<file path="config.mk">
export PLATFORM = sky130hd
export DESIGN_NAME = lut_logic_unit
export DESIGN_NICKNAME = d
export VERILOG_FILES = /design/src/rtl/lut_logic_unit.sv
export SDC_FILE = /design/constraint.sdc
export NUM_CORES = 1
export LEC_CHECK = 0
export CAP_MARGIN = 0
export CORE_ASPECT_RATIO = 1.5
export CORE_MARGIN = 3
export CORE_UTILIZATION = 49
export CTS_CLUSTER_DIAMETER = 100
export DETAILED_ROUTE_END_ITERATION = 7
export PLACE_DENSITY = 0.78
export REMOVE_ABC_BUFFERS = 1
export SLEW_MARGIN = 25
export SYNTH_ARGS = -nofsm -noshare
export SYNTH_HDL_FRONTEND = slang
export SYNTH_SLANG_ARGS = --single-unit
</file>
<file path="constraint.sdc">
create_clock -name clk -period 1.94 [get_ports clk]
set_input_delay 0.388 -clock clk [delete_from_list [all_inputs] [get_ports clk]]
set_output_delay 0.388 -clock clk [all_outputs]
set_load 0.1 [all_outputs]
</file>
<file path="src/rtl/lut_logic_unit.sv">
// Bit-serial two-operand logic unit: each lane is a 4:1 LUT built from three
// 2:1 mux primitives, indexed by {a_i, b_i} into a run-time truth table.

module mux (
  input  logic d0,
  input  logic d1,
  input  logic sel,
  output logic y
);
  assign y = sel ? d1 : d0;
endmodule

module lut_logic_unit #(
  parameter int WIDTH = 8,
  parameter int LANES = 2
) (
  input  logic             clk,
  input  logic             rst,
  input  logic [3:0]       func,
  input  logic [WIDTH-1:0] a,
  input  logic [WIDTH-1:0] b,
  input  logic             in_valid,
  output logic             in_ready,
  output logic [WIDTH-1:0] out_data,
  output logic             out_valid,
  input  logic             out_ready,
  output logic             busy
);
  // Handshakes: a transfer happens on a rising edge where valid && ready.
  // in_ready is high only in IDLE; out_valid is high only in DONE and holds
  // out_data constant until out_ready is seen.

  localparam int N  = WIDTH / LANES;
  localparam int CW = (N > 1) ? $clog2(N) : 1;
  localparam logic [CW-1:0] CNT_LAST = CW'(N - 1);

  generate
    if (WIDTH < 1 || LANES < 1 || (WIDTH % LANES) != 0) begin : g_bad_params
      $error("lut_logic_unit: WIDTH must be >= 1 and a multiple of LANES");
    end
  endgenerate

  typedef enum logic [1:0] {
    ST_IDLE = 2'd0,
    ST_RUN  = 2'd1,
    ST_DONE = 2'd2
  } state_t;

  state_t           state_q, state_d;
  logic [CW-1:0]    cnt_q, cnt_d;
  logic [3:0]       func_q, func_d;
  logic [WIDTH-1:0] a_q, a_d;
  logic [WIDTH-1:0] b_q, b_d;
  logic [WIDTH-1:0] res_q, res_d;

  logic [LANES-1:0] a_slice, b_slice, lo, hi, lane_y;

  assign a_slice = a_q[int'(cnt_q)*LANES +: LANES];
  assign b_slice = b_q[int'(cnt_q)*LANES +: LANES];

  // b selects within each half of the truth table, a selects the half.
  generate
    for (genvar i = 0; i < LANES; i++) begin : g_lane
      mux u_lo  (.d0(func_q[0]), .d1(func_q[1]), .sel(b_slice[i]), .y(lo[i]));
      mux u_hi  (.d0(func_q[2]), .d1(func_q[3]), .sel(b_slice[i]), .y(hi[i]));
      mux u_out (.d0(lo[i]),     .d1(hi[i]),     .sel(a_slice[i]), .y(lane_y[i]));
    end
  endgenerate

  always_comb begin
    state_d = state_q;
    cnt_d   = cnt_q;
    func_d  = func_q;
    a_d     = a_q;
    b_d     = b_q;
    res_d   = res_q;
    case (state_q)
      ST_IDLE: begin
        if (in_valid) begin
          func_d  = func;
          a_d     = a;
          b_d     = b;
          res_d   = '0;
          cnt_d   = '0;
          state_d = ST_RUN;
        end
      end
      ST_RUN: begin
        res_d[int'(cnt_q)*LANES +: LANES] = lane_y;
        if (cnt_q == CNT_LAST) state_d = ST_DONE;
        else                   cnt_d   = cnt_q + CW'(1);
      end
      ST_DONE: begin
        if (out_ready) state_d = ST_IDLE;
      end
      default: state_d = ST_IDLE;
    endcase
  end

  always_ff @(posedge clk or posedge rst) begin
    if (rst) begin
      state_q <= ST_IDLE;
      cnt_q   <= '0;
      func_q  <= '0;
      a_q     <= '0;
      b_q     <= '0;
      res_q   <= '0;
    end else begin
      state_q <= state_d;
      cnt_q   <= cnt_d;
      func_q  <= func_d;
      a_q     <= a_d;
      b_q     <= b_d;
      res_q   <= res_d;
    end
  end

  assign in_ready  = (state_q == ST_IDLE);
  assign out_valid = (state_q == ST_DONE);
  assign busy      = (state_q == ST_RUN) || (state_q == ST_DONE);
  assign out_data  = res_q;

endmodule

</file>
==> metrics.txt <==
Clock transition at path regs 0.07 ns; drt drc 0; WL per Instance approximately 16 um; TritonRoute pass-1 iters 4; Slew Viols, Final 0; initial antenna violation count 0; Worst-Skew Late Latency 0.29 ns; Fin. Hold Viols 0; count of cell types in the netlist 21; vias in the first global route between 1000 and 1500; row count 24; Port-buffer cells 34; min-delay worst type in -> async; CTS tree yes; CP Data Arrival Time slightly below 2 ns; grt ovf 0; Layout Cells excl Fill between 150 and 200; Max clock buf depth 2; CTS root buffer clkbuf_8; Synth Instances ~120; Die Width about 52 um; gpl congestion between 0.8 and 0.9; Syn-to-layout area delta 34.7%; Yosys top cell area share 51.7%; DR vias/cell roughly 5.4; area of the multi-input gates between 700 and 800 sq um; ys flop type dfrtp_1; RSZ-0062 raised after global routing no; CP startpoint state_q[0]$_DFFE_PP0P_; clk sink count 32; total of max-cap violations 0; Mapped Area ~1500 sq um; largest net degree at the start of global routing 33; final worst-path cycle share 91.4%; CTS H-tree lvls 2; CORE AREA between 2000 and 3000 sq um; share of cells above drive strength 1 a little under a third; most frequent cells in the layout dfrtp_1 (31), clkdlybuf4s50_1 (23), mux2_2 (20); outcome finished, final reports clean; #FFs+latches synth 32; worst-margin pin slew about 0.45 ns; DRT antenna net count 0; worst slack, placed ~0.044 ns; full die area a little under 4000 sq um; area leader, netlist dfrtp_1; post-layout min period approximately 1.8 ns; FMAX between 500 and 600 MHz; leak pwr about 0.9 nW; Seq/Total Area, Yosys roughly 52%; all-layer global routing usage 19.0%; hpwl dp 2.35 mm; Filler cells 208; Post-CTS Resized 0; Die Y around 75 um; initial DRC count 17; syn_area_per_cell 13.2 sq um; max_slew headroom 70.1%; RR Startpoint state_q[0]$_DFFE_PP0P_; final setup vio count 0; Ports 35; DRT Wirelength around 3.1 mm; Post-CTS Hold Buffers 0; # diodes 0; critical-path maximum fanout 6; initial core utilization a little over half; Reg2Reg Depth 6; register area 802 sq um; CTS Buf Count 5; nets 189; Critical Path Sink Type flip-flop; classification of the worst setup path reg -> reg; Placed Cells 190; wire length of the first global-routing pass between 5 and 6 mm; Worst Skew around 0.0097 ns; pwr/cell area about 1800 nW/um^2; fraction of synthesis flops using an asynchronous set or reset pin 100%; worst vdd ir 1410 uV; setup slack after layout 0.168 ns; CP required approximately 2.1 ns; commonest non-fill, non-tap cell in the layout dfrtp_1; number of flops mapped to enable cells by yosys 0; Worst Setup Start Kind flip-flop; Area contributors post-synth dfrtp_1 (52%), mux2_2 (15%), ha_1 (5.7%); vias between 1000 and 1500; synth warn 0; Post-CTS Setup Bufs 0
## cells in the mapped netlist, types with 2 or more instances
cell type  instances
ha_1               7
nor3_1             3
mux4_1             2
mux2i_1            4
nand3b_1           2
a21oi_1            7
inv_1              8
o22ai_1            2
nor2b_1            3
nor2_1             4
mux4_2             2
dfrtp_1           32
mux2_2            20
clkbuf_1           2
mux2i_2            2
nand2_1            2
o21ai_0            4
a22o_1             8
## routing by layer
metal  vias up  track usage (%)  wire, um
met1       530             20.1      1150
met5         -                0         0
met3         6             5.54       164
met4         0             7.87        51
met2        30             34.4      1710
li1        506                -         -
## power by group
part | internal [W] | switching, W | leakage, nW
registers | 0.000947 | 0.000185 | 0.396
logic | 0.000889 | 0.00114 | 0.475
clock network | 0.000380 | 0.000254 | 0.0541
## worst max-delay path: stages (launching register included)
cell	delay [ns]
dfrtp_1	0.40
inv_1	0.09
ha_1	0.26
nor2b_1	0.43
nand3b_1	0.19
nor3_1	0.07
a22o_1	0.23
## metrics by stage
| stage | util [%] | hold WS (ns) | cell area (sq um) | TNS (ns) | power [W] |
|---|---|---|---|---|---|
| floorplan | - | 0.470 | 1530 | -12.74 | 0.00260 |
| global placement | 66.1 | 0.479 | 1960 | 0 | 0.00308 |
| detailed placement | 66.1 | 0.483 | 1960 | 0 | 0.00317 |
| CTS | 69.8 | 0.506 | 2080 | 0 | 0.00382 |
| finish | 70.2 | 0.501 | 2090 | 0 | 0.00380 |
| global route | 70.2 | 0.529 | 2090 | 0 | 0.00404 |
## registers in the layout, indices dropped and copies added, names as in the netlist
signal	flops
a_q	8
b_q	8
cnt_q	2
func_q	4
out_data	8
state_q	2
## kinds of logic after synthesis
family | after synthesis | share of synthesized area, %
AOI/OAI and AO/OA | 22 | 9.37
adders and majority gates | 7 | 5.65
buffers and inverters | 11 | 3.15
DFF | 32 | 51.7
muxes | 30 | 25.2
and+or+nand+nor | 15 | 4.93
## area by class of cell
cell class,instances,share of cell area [%]
clock inverters,3,2.04
flip-flops and latches,32,38.5
multi-input cells,74,34.0
inverters,8,1.44
repair buffers,37,18.5
well taps,39,2.34
clock buffers,5,3.30
## worst paths after layout
check	to	slack (ns)
worst max register to register	out_data[7]$_DFFE_PP0P_	0.17
min in group clk	a_q[5]$_DFFE_PP0P_	0.50
worst min register to register	a_q[5]$_DFFE_PP0P_	0.50
max in group asynchronous	cnt_q[0]$_DFFE_PP0P_	1.13
worst max-delay path	out_data[7]$_DFFE_PP0P_	0.17
worst min-delay path	func_q[2]$_DFFE_PP0P_	0.50
(Power assumes the default switching activity.)
